[config.mk]
export PLATFORM = sky130hd
export DESIGN_NAME = mw_pipe_skid
export DESIGN_NICKNAME = d
export VERILOG_FILES = /design/src/rtl/mw_pipe_skid_pkg.sv /design/src/rtl/mw_pipe_skid_buffer.sv /design/src/rtl/mw_pipe_skid.sv
export SDC_FILE = /design/constraint.sdc
export NUM_CORES = 1
export LEC_CHECK = 0
export ABC_AREA = 1
export CORE_MARGIN = 2
export CORE_UTILIZATION = 40
export DETAILED_ROUTE_END_ITERATION = 6
export GPL_ROUTABILITY_DRIVEN = 0
export GPL_TIMING_DRIVEN = 1
export PLACE_DENSITY = 0.66
export SYNTH_ARGS = -nofsm -noshare
export SYNTH_HDL_FRONTEND = slang
export SYNTH_HIERARCHICAL = 1
export SYNTH_SLANG_ARGS = --single-unit
[constraint.sdc]
create_clock -name clk -period 1.34 [get_ports clk]
set_clock_uncertainty 0.05 [all_clocks]
set_input_delay 0.335 -clock clk [delete_from_list [all_inputs] [get_ports clk]]
set_output_delay 0.335 -clock clk [all_outputs]
set_load 0.01 [all_outputs]
[src/rtl/mw_pipe_skid_pkg.sv]
// mw_pipe_pkg: shared types and default widths for the MEM->WB stage
package mw_pipe_pkg;
  typedef struct packed {
    logic pcload;
    logic regw;
    logic regmem;
  } ctrl_t;
  localparam int DATA_W_DEF = 32;
  localparam int REG_W_DEF = 4;
endpackage

[src/rtl/mw_pipe_skid_buffer.sv]
// skid_buffer: generic two-entry valid/ready skid buffer with synchronous flush
module skid_buffer #(
  parameter int W = 8
) (
  input  logic         clk,
  input  logic         rst,
  input  logic         flush,
  input  logic         in_v,
  output logic         in_r,
  input  logic [W-1:0] in_d,
  output logic         out_v,
  input  logic         out_r,
  output logic [W-1:0] out_d
);
  logic main_v_q, main_v_d, skid_v_q, skid_v_d;
  logic [W-1:0] main_q, main_d, skid_q, skid_d;
  logic accept, drain;
  assign in_r = ~skid_v_q;
  assign out_v = main_v_q;
  assign out_d = main_q;
  assign accept = in_v & ~skid_v_q & ~flush;
  assign drain = main_v_q & out_r;
  always_comb begin
    main_v_d = main_v_q;
    skid_v_d = skid_v_q;
    main_d = main_q;
    skid_d = skid_q;
    if (flush) begin
      main_v_d = 1'b0;
      skid_v_d = 1'b0;
    end else if (~main_v_q | drain) begin
      main_v_d = skid_v_q | accept;
      skid_v_d = 1'b0;
      main_d = skid_v_q ? skid_q : accept ? in_d : main_q;
    end else if (accept) begin
      skid_v_d = 1'b1;
      skid_d = in_d;
    end
  end
  always_ff @(posedge clk) begin
    if (rst) begin
      main_v_q <= 1'b0;
      skid_v_q <= 1'b0;
      main_q <= '0;
      skid_q <= '0;
    end else begin
      main_v_q <= main_v_d;
      skid_v_q <= skid_v_d;
      main_q <= main_d;
      skid_q <= skid_d;
    end
  end
endmodule

[src/rtl/mw_pipe_skid.sv]
// mw_pipe_skid: MEM->WB pipeline stage with skid buffer, flush and stall counter
module mw_pipe_skid
  import mw_pipe_pkg::*;
#(
  parameter int DATA_W = DATA_W_DEF,
  parameter int REG_W = REG_W_DEF,
  parameter int CNT_W = 16
) (
  input  logic              clk,
  input  logic              rst,
  input  logic              flush,
  input  logic              valid_M,
  output logic              ready_M,
  input  logic              pcload_M,
  input  logic              regw_M,
  input  logic              regmem_M,
  input  logic [REG_W-1:0]  regScr_M,
  input  logic [DATA_W-1:0] ALUrslt_M,
  output logic              valid_W,
  input  logic              ready_W,
  output logic              pcload_W,
  output logic              regw_W,
  output logic              regmem_W,
  output logic [REG_W-1:0]  regScr_W,
  output logic [DATA_W-1:0] ALUrslt_W,
  output logic [CNT_W-1:0]  stall_cnt
);
  localparam int W = $bits(ctrl_t) + REG_W + DATA_W;
  ctrl_t ctrl_in, ctrl_out;
  logic [W-1:0] out_d;
  logic [CNT_W-1:0] stall_cnt_q, stall_cnt_d;
  assign ctrl_in = '{pcload: pcload_M, regw: regw_M, regmem: regmem_M};
  skid_buffer #(.W(W)) u_skid (
    .clk   (clk),
    .rst   (rst),
    .flush (flush),
    .in_v  (valid_M),
    .in_r  (ready_M),
    .in_d  ({ctrl_in, regScr_M, ALUrslt_M}),
    .out_v (valid_W),
    .out_r (ready_W),
    .out_d (out_d)
  );
  assign {ctrl_out, regScr_W, ALUrslt_W} = out_d;
  // bubbles must never write the register file or redirect the PC
  assign pcload_W = ctrl_out.pcload & valid_W;
  assign regw_W = ctrl_out.regw & valid_W;
  assign regmem_W = ctrl_out.regmem & valid_W;
  assign stall_cnt = stall_cnt_q;
  always_comb begin
    stall_cnt_d = (valid_W & ~ready_W & ~flush & ~&stall_cnt_q) ? stall_cnt_q + CNT_W'(1) : stall_cnt_q;
  end
  always_ff @(posedge clk) begin
    if (rst) stall_cnt_q <= '0;
    else stall_cnt_q <= stall_cnt_d;
  end
endmodule

# ---- Yosys cells after proc, flatten, opt, wreduce, memory -nomap -nowiden
# Cells that the tools add are included.
dict set report totals {
  ff_bits 96
  output_inout_bits 57
}
dict set report classes {
  addsub 1
  n_mux 2
  n_bitwise 16
  n_reduce_logical 7
}
# op count
set op_table {}
lappend op_table {{two-way mux 39 bit} 2}
lappend op_table {{adder 16 x 1 -> 16 bit (second input constant)} 1}
lappend op_table {{AND reduction 16 bit} 1}
lappend op_table {{AND 1 bit} 9}
lappend op_table {{AND reduction 3 bit} 2}
lappend op_table {{NOT 1 bit} 5}
lappend op_table {{OR reduction 3 bit} 1}
lappend op_table {{bitwise OR 1 bit} 2}
lappend op_table {{nonzero test 2 bit} 1}
lappend op_table {{OR reduction 2 bit} 1}
lappend op_table {{logical NOT 1 bit} 1}

# ---- Longest topological paths before layout
# Gate-level depths: netlist of the first run.
dict set report depth {
  word_depth 5
  ltp_mapped 10
  mapped_depth_nobuf 10
}

# ---- By module
# Netlist of the first run, hierarchy kept.
# module n_inst cells_per_inst area_each_um2 seq_area_each_um2
set by_module_without_submodules {}
lappend by_module_without_submodules {skid_buffer 1 641 3849.9 1601.5}
lappend by_module_without_submodules {mw_pipe_skid 1 168 998.5 320.3}

# ---- Worst setup path before layout of the first run
# OpenSTA, ideal clock, no wires.
dict set report synth_timing {
  path_type {reg-to-reg}
  start {reg stall_cnt_q[0], in the netlist stall_cnt[0]}
  end {reg stall_cnt_q[10], in the netlist stall_cnt[10]}
  t_arrival_ps 1346
  t_required_ps 1177
  setup_slack_ps -169
  stages_incl_launch_ff 9
  n_path_buf 0
  cell_sequence {dfxtp_1 -> ha_1 -> nand3_1 -> nor2_2 -> nand3_1 -> nor2_1 -> nand2_1 -> nand2_1 -> nor2_1}
}
dict set report synth_via {
  elab_chain_len 3
  elab_cells_between_ends 4
  classes_between {add/sub: 1; bitwise: 1; reduce/logical: 2}
}
# element line
set synth_lines {}
lappend synth_lines {{from (decl)} mw_pipe_skid.sv:31} ;# logic [CNT_W-1:0] stall_cnt_q, stall_cnt_d;
lappend synth_lines {{from (signal assigned)} mw_pipe_skid.sv:55} ;# else stall_cnt_q <= stall_cnt_d;
lappend synth_lines {{parallel branches: the longest is 3 deep, another holds adder 16 x 1 -> 16 bit} --}
# Parallel ways; which one is timed is not known.
# A chain may end at the register's enable or synchronous reset.

# ---- Final worst setup path of the first run
dict set report layout_timing {
  start {reg u_skid.skid_v_q}
  end {reg u_skid.skid_q[2]}
}
dict set report layout_via {
  elab_chain_len 4
}
# element line
set layout_lines {}
lappend layout_lines {{from (decl)} mw_pipe_skid_buffer.sv:15} ;# logic main_v_q, main_v_d, skid_v_q, skid_v_d;
lappend layout_lines {{from (signal assigned)} mw_pipe_skid_buffer.sv:48} ;# skid_v_q <= skid_v_d;
lappend layout_lines {{NOT 1 bit} mw_pipe_skid_buffer.sv:21} ;# assign accept = in_v & ~skid_v_q & ~flush;
lappend layout_lines {{AND 1 bit (2 in series)} mw_pipe_skid_buffer.sv:21}
lappend layout_lines {{AND reduction 3 bit (no line)} --}
lappend layout_lines {{to (signal assigned)} mw_pipe_skid_buffer.sv:50} ;# skid_q <= skid_d;
lappend layout_lines {{to (decl)} mw_pipe_skid_buffer.sv:16} ;# logic [W-1:0] main_q, main_d, skid_q, skid_d;
# No other way between the ends.

==> impl_metrics.json, run 1 <==
{
  "outcome": "complete, but fails checks",
  "failed_checks": "negative setup slack",
  "wl_per_cell_um": 14.7,
  "power_frac_seq_pct": 43.8,
  "combinational_family_with_the_most_area_after_synthesis": "simple AND/OR/NAND/NOR gates",
  "drc": 0,
  "grt_start_max_net_pins": 56,
  "vdd_ir_drop_max_mv": 0.564,
  "cts_htree_levels": 3,
  "critical_path_peak_fanout": 5,
  "yosysUniqueCellTypes": 26,
  "final-seq-area_mm2": 0.00197,
  "floorplan.io_pins": 101,
  "worst_slew_margin_rel_pct": 77.2,
  "final-setup-viol-count": 99,
  "die_w_um": 114,
  "finalCriticalPeriod_ns": 1.60,
  "sort_of_element_at_the_end_of_the_critical_path": "register",
  "postLayoutCellArea_mm2": 0.00802,
  "via_count": 5560,
  "first_global_vias": 5297,
  "tritoncts.num_buffers": 9,
  "grt_setup_unrepaired": "true",
  "clk_path_buf_depth": 2,
  "layout.cells.most_common": "sky130_fd_sc_hd__nor2_1",
  "placed_cell_area_mm2": 0.00636,
  "synth.largest_area_cell": "sky130_fd_sc_hd__dfxtp_1",
  "post_synth_and_or_nand_nor_area_fraction_pct": 45.6,
  "synth.ff_latch_count": 96,
  "place_ws_ns": -0.822,
  "post_synth.cell_area_avg_um2": 5.99,
  "detailedRoute.firstIterationViolations": 375,
  "crit_path_start_kind": "register",
  "hpwl_um": 8030,
  "worst_setup_hold_path_clk_slew_ns": 0.07,
  "post_synth_mux_area_share_pct": 0,
  "final_min_period_over_clock_period_pct": 119,
  "portBuffers": 100,
  "antenna_found_initial": 1,
  "yosys.area.top_type_share_pct": 39.6,
  "cell_internal_pwr_mw": 5.04,
  "multi_input_area_mm2": 0.00304,
  "power-per-cell-area_mw_per_mm2": 842,
  "worstMarginPinSlew_ns": 0.341,
  "mapped_cells": 809,
  "detail_route.vias_per_cell": 4.88,
  "critical_path_class": "reg -> reg",
  "finalWorstSetupSlack_ns": -0.256,
  "grt_use_total_pct": 23.9,
  "layout_common_cells": "sky130_fd_sc_hd__nor2_1, sky130_fd_sc_hd__nand2_1, sky130_fd_sc_hd__inv_1",
  "cts_tree": "done",
  "effective_utilization_at_floorplan_pct": 40.7,
  "totalPowerFinal_mw": 6.75,
  "power_switching_mw": 1.71,
  "yosys.area_share.xor_xnor_pct": 0.542,
  "setup_total_negative_slack_ns": -14.44,
  "synth_warnings": 6,
  "die_area_mm2": 0.0130,
  "final_hold_viol_count": 0,
  "first_pass_grt_wire_length_um": 24800,
  "flow.area_growth_from_synthesis_pct": 65.3,
  "wirelength_um": 16700,
  "cts_hold_buf": 0,
  "route.antenna.remaining_nets": 0,
  "power.leakage_nw": 3.93,
  "core-area_mm2": 0.0119,
  "fp-row-count": 40,
  "power_frac_comb_pct": 14.3,
  "layout-drive-gt1-share_pct": 34.1,
  "mappedNetlistNets": 854,
  "synth_compound_gate_area_share_pct": 1.45,
  "firstDrtPassIters": 5,
  "worstPathArrival_ns": 1.79,
  "numClockSinks": 96,
  "share_of_total_power_consumed_by_net_switching_pct": 25.3,
  "final.fill_count": 1009,
  "hold_class": "reg -> reg",
  "ctsRootBufferMaster": "sky130_fd_sc_hd__clkbuf_16",
  "drv_slew": 0,
  "overflow": 0,
  "power.share.clock_pct": 41.9,
  "floorplan.die.height_um": 114,
  "synthAdderAreaFrac_pct": 0.258,
  "fin_cells": 1139,
  "timing.max_cap.violations": 0,
  "synthesis.area_mm2": 0.00485,
  "placed_cells_incl_taps": 1072,
  "required_ns": 1.53,
  "clock_latency_ns": 0.34,
  "top_cells_by_area_in_the_synthesized_netlist": "sky130_fd_sc_hd__dfxtp_1, sky130_fd_sc_hd__nor2_1, sky130_fd_sc_hd__nand2_1, sky130_fd_sc_hd__inv_1, sky130_fd_sc_hd__nand3_1",
  "final_net_count": 1031,
  "synth_sequential_area_ratio_pct": 39.6,
  "max_freq_mhz": 626
}
flip-flops by register name, indices dropped and copies added, names as in the netlist:
register / cells
stall_cnt: 16
u_skid/out_v: 1
u_skid/out_d: 39
u_skid/skid_v_q: 1
u_skid/skid_q: 39
area by class of cell:
type,count,share of cell area [%]
inverters,106,5.04
diodes,1,0.0312
well taps,147,2.29
multi-input cells,573,38.0
flip-flops and latches,96,24.5
clock inverters,6,1.03
clock buffers,10,2.98
repair buffers,200,26.1
synth_stat cells, drive strengths merged:
master / number
inv: 105
nor2: 271
nand4: 7
xnor2: 1
clkinv: 1
o21ai: 4
a21oi: 10
nand3: 51
buf: 32
nor3: 2
dfxtp: 96
ha: 1
clkbuf: 5
nand2: 220
nand3b: 1
xor2: 2
layer usage:
layer	share of wire [%]	wire (µm)	track usage (%)	vias to the layer above
met3	5.2	864	3.23	56
li1	-	-	-	2761
met1	41	6790	27.9	2551
met4	4.1	691	12.0	0
met2	50	8340	42.7	192
met5	0	0	0	-
worst max-delay path, cell delays in order, from the launching register on:
cell,delay [ns]
sky130_fd_sc_hd__dfxtp_4,0.35
sky130_fd_sc_hd__buf_6,0.12
sky130_fd_sc_hd__inv_4,0.05
sky130_fd_sc_hd__buf_6,0.10
sky130_fd_sc_hd__nand3_4,0.07
sky130_fd_sc_hd__nor2_4,0.12
sky130_fd_sc_hd__buf_6,0.12
sky130_fd_sc_hd__buf_6,0.10
sky130_fd_sc_hd__buf_12,0.12
sky130_fd_sc_hd__buf_12,0.11
sky130_fd_sc_hd__nand2_2,0.06
sky130_fd_sc_hd__nand2_2,0.07
sky130_fd_sc_hd__nor2_1,0.04
power groups by stage:
| stage | clock [mW] | sequential (mW) | combinational (mW) |
|---|---|---|---|
| final | 2.82 | 2.96 | 0.968 |
| after global routing | 2.97 | 2.96 | 1.04 |
| after CTS | 2.83 | 2.96 | 0.844 |
| after detailed placement | 0 | 3.03 | 0.746 |
| after global placement | 0 | 3.03 | 0.740 |
| after floorplan | 0 | 3.06 | 0.340 |
metrics by stage:
stage                     hold slack (ns)  util, %
after floorplan                     0.354        -
after detailed placement            0.422     53.4
after CTS                           0.435     63.2
after global routing                0.449     67.3
after global placement              0.412     53.4
final                               0.424     67.3
worst paths after layout:
| path | from | to | slack, ns | cells after the start |
|---|---|---|---|---|
| setup / recovery | u_skid/skid_v_q$_SDFFE_PP0P_ | u_skid/skid_q[2]$_SDFFE_PP0P_ | -0.26 | 12 |
| hold reg to reg | u_skid/skid_q[6]$_SDFFE_PP0P_ | u_skid/skid_q[6]$_SDFFE_PP0P_ | 0.42 | 2 |
| hold / removal | u_skid/skid_q[6]$_SDFFE_PP0P_ | u_skid/skid_q[6]$_SDFFE_PP0P_ | 0.42 | 2 |
| setup reg to reg | u_skid/skid_v_q$_SDFFE_PP0P_ | u_skid/skid_q[2]$_SDFFE_PP0P_ | -0.26 | 12 |
what timing repair did:
action	in CTS	in global routing
gates cloned	17	1
pin swaps	14	48
setup endpoints to repair	151	141
setup buffers	31	10
gates resized for setup	230	198
kinds of logic (layout without fill, tap and decap cells):
| logic type | Yosys count | in the layout |
|---|---|---|
| flops | 96 | 96 |
| other cells | 0 | 1 |
| xor+xnor | 3 | 3 |
| compound gates | 14 | 14 |
| simple gates | 552 | 555 |
| buf+inv | 143 | 322 |
| fa+ha+maj | 1 | 1 |
Note: power is estimated with default switching activity, not from simulation.
==> inputs of run 2 (changes only) <==
Settings changed: CORE_UTILIZATION 40 to 46, PLACE_DENSITY 0.66 to 0.76, SKIP_LAST_GASP set to 1, SYNTH_HIERARCHICAL 1 to not set.
==> run 2 against run 1 <==
The flow still finishes with violations (negative setup slack). Clock power down 34%. Sequential share of layout area increased by 7.0 points. Utilization down 2.1 points. Count of clock-buffer cells in the layout is 1 higher. Cell area fell by 21%. Power down 19%. First-iteration DRC count fell by 23%. Sequential cell count is the same. Critical path type unchanged. Critical endpoint is now stall_cnt[7]$_SDFFE_PP0P_. Highest routed layer unchanged.
==> impl_metrics.json, run 2 <==
{
  "final-setup-viol-count": 59,
  "reg2reg_depth": 9,
  "top_cells_by_area_in_the_synthesized_netlist": "sky130_fd_sc_hd__dfxtp_1, sky130_fd_sc_hd__nand2_1, sky130_fd_sc_hd__nor2_1, sky130_fd_sc_hd__buf_4, sky130_fd_sc_hd__nand3_1",
  "post_synth_and_or_nand_nor_area_fraction_pct": 35.4,
  "worst_slew_margin_rel_pct": 77.4,
  "power.share.clock_pct": 34.1,
  "overflow": 0,
  "grt_start_max_net_pins": 56,
  "post-synth-top-count-cell": "sky130_fd_sc_hd__nand2_1",
  "cts_htree_levels": 3,
  "post_synth_mux_area_share_pct": 0,
  "share_of_total_power_consumed_by_net_switching_pct": 26.7,
  "worstMarginPinSlew_ns": 0.339,
  "timing.max_cap.violations": 0,
  "clock_latency_ns": 0.36,
  "synthesis.area_mm2": 0.00453,
  "reg2reg_to": "stall_cnt[7]$_SDFFE_PP0P_",
  "wl_per_cell_um": 14.3,
  "final_hold_viol_count": 0,
  "combinational_family_with_the_most_area_after_synthesis": "simple AND/OR/NAND/NOR gates",
  "hold_class": "in -> reg",
  "final_min_period_over_clock_period_pct": 109,
  "floorplan.io_pins": 101,
  "detailedRoute.firstIterationViolations": 287,
  "vdd_ir_drop_max_mv": 0.524,
  "hpwl_um": 8250,
  "core-area_mm2": 0.00968,
  "detail_route.vias_per_cell": 5.19,
  "route.antenna.remaining_nets": 0,
  "number_of_enable_flip_flop_cells_after_synthesis": 0,
  "wirelength_um": 13200,
  "die_w_um": 103,
  "yosys.area.top_type_share_pct": 42.4,
  "fp-row-count": 36,
  "via_count": 4794,
  "sort_of_element_at_the_end_of_the_critical_path": "register",
  "synth_warnings": 0,
  "floorplan.die.height_um": 103,
  "tritoncts.num_buffers": 9,
  "first_global_vias": 4425,
  "grt_use_total_pct": 24.4,
  "critical_path_class": "reg -> reg",
  "asyncSetResetFlopFracSynth_pct": 0,
  "power-per-cell-area_mw_per_mm2": 871,
  "mapped_cells": 688,
  "numClockSinks": 96,
  "firstDrtPassIters": 5,
  "fin_cells": 924,
  "required_ns": 1.56,
  "effective_utilization_at_floorplan_pct": 46.8,
  "portBuffers": 100,
  "drc": 0,
  "cts_tree": "done",
  "hold_path.startpoint": "rst",
  "cell_internal_pwr_mw": 4.03,
  "finalWorstSetupSlack_ns": -0.121,
  "worstPathArrival_ns": 1.68,
  "drv_slew": 0,
  "hold_endpoint": "u_skid.out_d[13]$_SDFFE_PP0P_",
  "place_ws_ns": -0.579,
  "final_net_count": 831,
  "power_frac_seq_pct": 54.0,
  "layout.cells.most_common": "sky130_fd_sc_hd__nand2_1",
  "r2r_start": "u_skid.out_v$_SDFFE_PP0P_",
  "worstHoldPathCells": 3,
  "failed_checks": "negative setup slack",
  "layout-drive-gt1-share_pct": 32.1,
  "antenna_found_initial": 0,
  "crit_path_start_kind": "register",
  "synthAdderAreaFrac_pct": 0.276,
  "max_freq_mhz": 685,
  "outcome": "complete, but fails checks",
  "ant_diodes": 0,
  "synth_sequential_area_ratio_pct": 42.4,
  "dominantRegCellSynth": "sky130_fd_sc_hd__dfxtp_1",
  "first_pass_grt_wire_length_um": 20600,
  "worst_setup_hold_path_clk_slew_ns": 0.10,
  "power.leakage_nw": 2.76,
  "cts_hold_buf": 0,
  "yosys.area_share.xor_xnor_pct": 0,
  "clk_path_buf_depth": 2,
  "mappedNetlistNets": 733,
  "synth_compound_gate_area_share_pct": 10.0,
  "ys_top_cells_by_count": "sky130_fd_sc_hd__nand2_1, sky130_fd_sc_hd__nor2_1, sky130_fd_sc_hd__dfxtp_1, sky130_fd_sc_hd__nand3_1, sky130_fd_sc_hd__a21oi_1",
  "critical_path_peak_fanout": 7,
  "rrSetupSlack_ns": -0.12,
  "synth.ff_latch_count": 96,
  "synth.largest_area_cell": "sky130_fd_sc_hd__dfxtp_1",
  "yosysUniqueCellTypes": 22,
  "finalCriticalPeriod_ns": 1.46,
  "ctsRootBufferMaster": "sky130_fd_sc_hd__clkbuf_8",
  "grt_setup_unrepaired": "true",
  "power_switching_mw": 1.47,
  "placed_cells_incl_taps": 884,
  "flow.area_growth_from_synthesis_pct": 39.4,
  "layout_common_cells": "sky130_fd_sc_hd__nand2_1, sky130_fd_sc_hd__nor2_1, sky130_fd_sc_hd__dfxtp_1",
  "post_synth.cell_area_avg_um2": 6.59,
  "die_area_mm2": 0.0107,
  "power_frac_comb_pct": 11.9
}
==> run 2: cell types whose count changed after synthesis, moves of 20 or more <==
cell,before,now
sky130_fd_sc_hd__o21ai_0,4,33
sky130_fd_sc_hd__buf_4,4,38
sky130_fd_sc_hd__nor2_1,264,130
sky130_fd_sc_hd__clkbuf_1,5,25
sky130_fd_sc_hd__inv_1,101,22
sky130_fd_sc_hd__a21oi_1,10,46
==> run 2: worst max-delay path, cell delays in order, from the launching register on <==
cell and delay, ns:
sky130_fd_sc_hd__dfxtp_4 0.38, sky130_fd_sc_hd__buf_6 0.12, sky130_fd_sc_hd__nand3_1 0.10, sky130_fd_sc_hd__buf_6 0.16, sky130_fd_sc_hd__nor2_2 0.10, sky130_fd_sc_hd__nand2_1 0.11, sky130_fd_sc_hd__nor2_1 0.18, sky130_fd_sc_hd__nand2_1 0.07
sky130_fd_sc_hd__nand2_1 0.05, sky130_fd_sc_hd__nor2_1 0.04
==> run 2: how the worst max path moves through the flow <==
stage          depth (start not counted)                 startpoint  slack [ns]                        endpoint
2_1_floorplan                          8                    ready_W       0.002  u_skid.skid_q[10]$_SDFFE_PP0P_
3_3_place_gp                           5                      flush       -0.51   u_skid.skid_q[5]$_SDFFE_PP0P_
3_5_place_dp                           5                      flush       -0.58   u_skid.skid_q[4]$_SDFFE_PP0P_
4_1_cts                                4  u_skid.out_v$_SDFFE_PP0P_        -0.1                          regw_W
5_1_grt                                8  stall_cnt[1]$_SDFFE_PP0P_       -0.21       stall_cnt[4]$_SDFFE_PP0P_
6_report                               9  u_skid.out_v$_SDFFE_PP0P_       -0.12       stall_cnt[7]$_SDFFE_PP0P_
==> run 2: metrics by stage <==
step / hold slack [ns] / power (mW) / cell area, µm² / setup TNS (ns) / utilization, %
after floorplan: 0.390 / 3.37 / 4600 / 0 / -
after global placement: 0.402 / 3.65 / 5630 / -43.36 / 58.1
after detailed placement: 0.404 / 3.66 / 5630 / -47.34 / 58.1
after CTS: 0.283 / 5.47 / 6220 / -2.10 / 64.2
after global routing: 0.305 / 5.71 / 6310 / -8.99 / 65.2
final: 0.285 / 5.50 / 6310 / -4.23 / 65.2
==> run 2: cell type report <==
cell class                      count  area, µm²
Multi-Input combinational cell    492       2380
Fill cell                         801       3370
Clock inverter                      5       38.8
Sequential cell                    96       1990
Timing Repair Buffer              162       1490
Tap cell                          133        166
Inverter                           25       98.8
Clock buffer                       11        151
==> run 2: logic make-up after synthesis <==
kind of cell | Yosys count
simple gates | 400
buf+inv | 101
flops | 96
compound gates | 90
fa+ha+maj | 1
==> run 2: timing repair <==
action	CTS	global route
buffers inserted	14	6
setup endpoints to repair	152	139
gates cloned	4	0
resized for setup	256	101
pin swaps	11	9
==> run 2: power by group through the flow <==
stage	combinational (mW)	sequential, mW	clock, mW
finish	0.654	2.97	1.87
global route	0.714	2.98	2.01
CTS	0.636	2.97	1.86
detailed placement	0.623	3.04	0
global placement	0.611	3.03	0
floorplan	0.346	3.03	0
==> run 2: layer usage <==
| layer | up-vias | global-route usage [%] | part of all wire [%] |
|---|---|---|---|
| met4 | 0 | 8.40 | 1.7 |
| li1 | 2343 | - | - |
| met1 | 2224 | 30.7 | 42 |
| met3 | 21 | 3.49 | 6.1 |
| met5 | - | 0 | 0 |
| met2 | 206 | 43.0 | 51 |
==> patch 1 (config.mk and constraints of run 2) <==
The parameter `CNT_W` goes from 16 to 32.
--- a/src/rtl/mw_pipe_skid.sv
+++ b/src/rtl/mw_pipe_skid.sv
@@ -5,5 +5,5 @@
   parameter int DATA_W = DATA_W_DEF,
   parameter int REG_W = REG_W_DEF,
-  parameter int CNT_W = 16
+  parameter int CNT_W = 32
 ) (
   input  logic              clk,
Ports: changed (resized stall_cnt); port bits go from 101 to 117. No check against the original RTL was run, so the function may have changed too.
==> patch 1 against run 2 <==
  * The run still ends with setup timing left
  * Combinational power increased by 79%
  * Power increased by 42%
  * Highest routed layer unchanged
  * Sequential cell count increased by 16
  * Final area increased by 63%
  * Area after synthesis increased by 21%
  * Worst setup slack got worse by 0.56 ns
  * Count of clock-buffer cells in the layout decreased by 1
  * Routed wire length increased by 130%
  * Critical path type unchanged
==> patch 1: results (changes against run 2) <==
sta:
  final-setup-viol-count: 125  # +110%
  layout_setup_ws_ns: -0.682  # -0.561 ns
  tns_ns: -32.30  # -28.06 ns
setup_path:
  crit_path_end: "stall_cnt[26]"
  ff2ff_path_depth: 11  # +2
  cp.arrival_ns: 2.21  # +0.53 ns
grt:
  grt_pass1_wl_um: 34500  # +67%
  grt_max_degree: 47  # -16%
  grt_antenna_before_repair: 2  # +2
  grtUsageMet1_pct: 40.5  # +9.9 points
  grt_pass1_vias: 6721  # +52%
yosys:
  synth_adder_area_share_pct: 0.228  # -0.048 points
  synth_area_leaders: "dfxtp_1 41%, nand2_1 12%, a21oi_1 9.2%"
  synth_cell_types: 29  # +32%
  seq_area_frac_synth_pct: 40.8  # -1.6 points
cts:
  cts_root_buf: "clkbuf_16"
  clkTransAtPathRegs_ns: 0.08  # -0.02 ns
drt:
  wl_um: 30700  # +130%
  via_per_inst: 6.44  # +24%
power:
  p_leak_nw: 4.29  # +55%
  internal_power_mw: 5.71  # +42%
run_status:
  violations: "setup timing"
  status: "complete, but fails checks"
min_path:
  hold_start: "u_skid.out_d[8]"
  min_to: "u_skid.out_d[8]"
placement:
  dpl.hpwl_um: 10400  # +26%
patch 1: worst max-delay path, stage by stage, from the launching register on:
cell and delay, ns:
dfxtp_4 0.37, ha_4 0.14, nand2_4 0.05, nor2_4 0.14, nand2_2 0.09, nor2_4 0.12, nand3_4 0.14, buf_8 0.18
buf_16 0.15, nand3_2 0.08, nand2_1 0.07, nor2_1 0.29
patch 1: through the flow:
step	cells	hold WS [ns]
after floorplan	797	0.389
after CTS	1168	0.369
after global routing	1192	0.428
final	1192	0.417
after detailed placement	1091	0.403
after global placement	1091	0.398
patch 1: power by group through the flow:
stage / combinational [mW] / sequential [mW] / clock [mW]
finish: 1.17 / 3.47 / 3.15
global route: 1.20 / 3.47 / 3.26
CTS: 0.888 / 3.43 / 3.07
detailed placement: 0.694 / 3.51 / 0
global placement: 0.685 / 3.51 / 0
floorplan: 0.362 / 3.50 / 0
patch 1: cell type report:
| cell class | instances | area [µm²] |
|---|---|---|
| sequential | 112 | 2310 |
| multi-input combinational | 536 | 3770 |
| inverter | 68 | 270 |
| fill | 421 | 1210 |
| tap | 143 | 179 |
| clock buffer | 10 | 250 |
| timing repair buffer | 317 | 3440 |
| clock inverter | 5 | 86.3 |
| antenna | 1 | 2.50 |
patch 1: per-layer routing:
metal	part of all wire, %	up-vias
met1	33	3522
met4	10	0
met2	46	819
met5	0	-
met3	11	279
li1	-	3054
patch 1: what timing repair did:
| action | in CTS | in global routing |
|---|---|---|
| hold buffers | 0 | 0 |
| cloned | 23 | 6 |
| pin swaps | 52 | 78 |
| setup buffers | 39 | 32 |
| gates resized for setup | 401 | 393 |
| endpoints found under the setup margin | 183 | 184 |
==> patch 2 (config.mk and constraints of run 2) <==
Made on the original files. Put one more register stage on the output `stall_cnt`, without a reset. The value now appears one clock later. The other outputs are not delayed to match.
--- a/src/rtl/mw_pipe_skid.sv
+++ b/src/rtl/mw_pipe_skid.sv
@@ -47,5 +47,7 @@
   assign regw_W = ctrl_out.regw & valid_W;
   assign regmem_W = ctrl_out.regmem & valid_W;
-  assign stall_cnt = stall_cnt_q;
+  always_ff @(posedge clk) begin
+    stall_cnt <= stall_cnt_q;
+  end
   always_comb begin
     stall_cnt_d = (valid_W & ~ready_W & ~flush & ~&stall_cnt_q) ? stall_cnt_q + CNT_W'(1) : stall_cnt_q;
Function: changed (a bounded check fails within 4 cycles, from zero or initial values and one cycle with rst high).
==> patch 2 against run 2 <==
  * The flow still finishes with violations (setup timing)
  * Clock power is 7% higher
  * Cell count rose by 6.9%
  * Power grew 20%
  * Core utilization grew 15 points
  * Non-clock buffer count up 58
  * Worst setup slack lost 0.29 ns
  * Routed wire length up 76%
  * Sequential cell count rose by 16
  * Area after synthesis grew 6.5%
  * Final area increased by 30%
  * Critical endpoint is now stall_cnt_q[13]
==> patch 2: results (changes against run 2) <==
min_path:
  min_to: "stall_cnt[6]"
  holdPathStages: 0  # -3
grt:
  grt_pass1_vias: 5848  # +32%
  grt_antenna_before_repair: 1  # +1
  grt_max_degree: 35  # -38%
  grt_util_all_layers_pct: 33.6  # +9.2 points
yosys:
  synth_area_leaders: "dfxtp_1 46%, nand2_1 16%, nor2_1 9.1%"
  syn_inst: 693  # +0.73%
  synth_common_cells: "202 x nand2_1, 117 x nor2_1, 112 x dfxtp_1, 60 x nand3_1, 51 x a21oi_1"
setup_path:
  critical_path.max_stage_delay_ns: 0.43  # +0.05 ns
cells_and_area:
  final_nets: 893  # +7.5%
  drive_above_1_share_pct: 51.3  # +19 points
  n_fill_cell: 529  # -34%
placement:
  dpl.hpwl_um: 8230  # -0.22%
power:
  p_leak_nw: 3.54  # +28%
  p_seq_mw: 3.48  # +17%
  power_density_nw_per_um2: 800  # -8.1%
sta:
  layout_setup_ws_ns: -0.408  # -0.288 ns
  tns_ns: -25.96  # -21.72 ns
  final-setup-viol-count: 106  # +80%
cts:
  cts.sinks: 112  # +17%
  clkTransAtPathRegs_ns: 0.12  # +0.02 ns
run_status:
  violations: "setup timing"
  status: "complete, but fails checks"
drt:
  drtIter0Drc: 771  # +170%
  via_per_inst: 6.25  # +21%
  route.layer.met1.wl_um: 7770  # +41%
  first_pass_iters: 7  # +2
patch 2: changes by cell type in the layout (fill, tap and decap cells not counted), sizes merged, moves of 2 or more:
| cell | run 2 | this run |
|---|---|---|
| buf | 90 | 137 |
| clkbuf | 25 | 43 |
| dfxtp | 96 | 112 |
| nor2 | 131 | 119 |
| clkdlybuf4s15 | 16 | 7 |
| nand3 | 54 | 60 |
| a21oi | 47 | 52 |
| o21ai | 43 | 39 |
| nand2 | 206 | 203 |
| nor3 | 6 | 3 |
| dlygate4sd2 | 3 | 1 |
| nand3b | 0 | 2 |
patch 2: cells by family after synthesis:
logic type	after synthesis	share of synthesized area [%]
buf+inv	100	11.0
simple gates	389	32.7
flops	112	46.4
fa+ha+maj	1	0.259
compound gates	91	9.51
patch 2: routing by layer:
layer  track usage [%]  vias up
li1                  -     2491
met1              38.1     2860
met2              57.3      575
met3              6.68      251
met4              21.8        0
met5                 0        -
patch 2: final cells by class:
cell class	instances	area share, %
flip-flops and latches	112	28.0
inverters	24	1.25
clock buffers	10	1.67
multi-input cells	481	38.3
repair buffers	220	28.2
clock inverters	5	0.517
well taps	136	2.07
patch 2: metrics by stage:
stage | util, % | setup slack, ns | hold WS, ns
after detailed placement | 58.2 | -0.532 | 0.324
after global routing | 80.1 | -0.532 | 0.378
after global placement | 58.2 | -0.502 | 0.318
after CTS | 75.0 | -0.228 | 0.325
final | 80.1 | -0.408 | 0.379
after floorplan | - | 0.00485 | 0.306
patch 2: repair_timing:
item / CTS / global route
endpoints found under the hold margin: 0 / 0
gates resized for setup: 299 / 319
gates cloned: 22 / 3
setup endpoints to repair: 152 / 151
buffers inserted: 47 / 31
pin swaps: 50 / 62
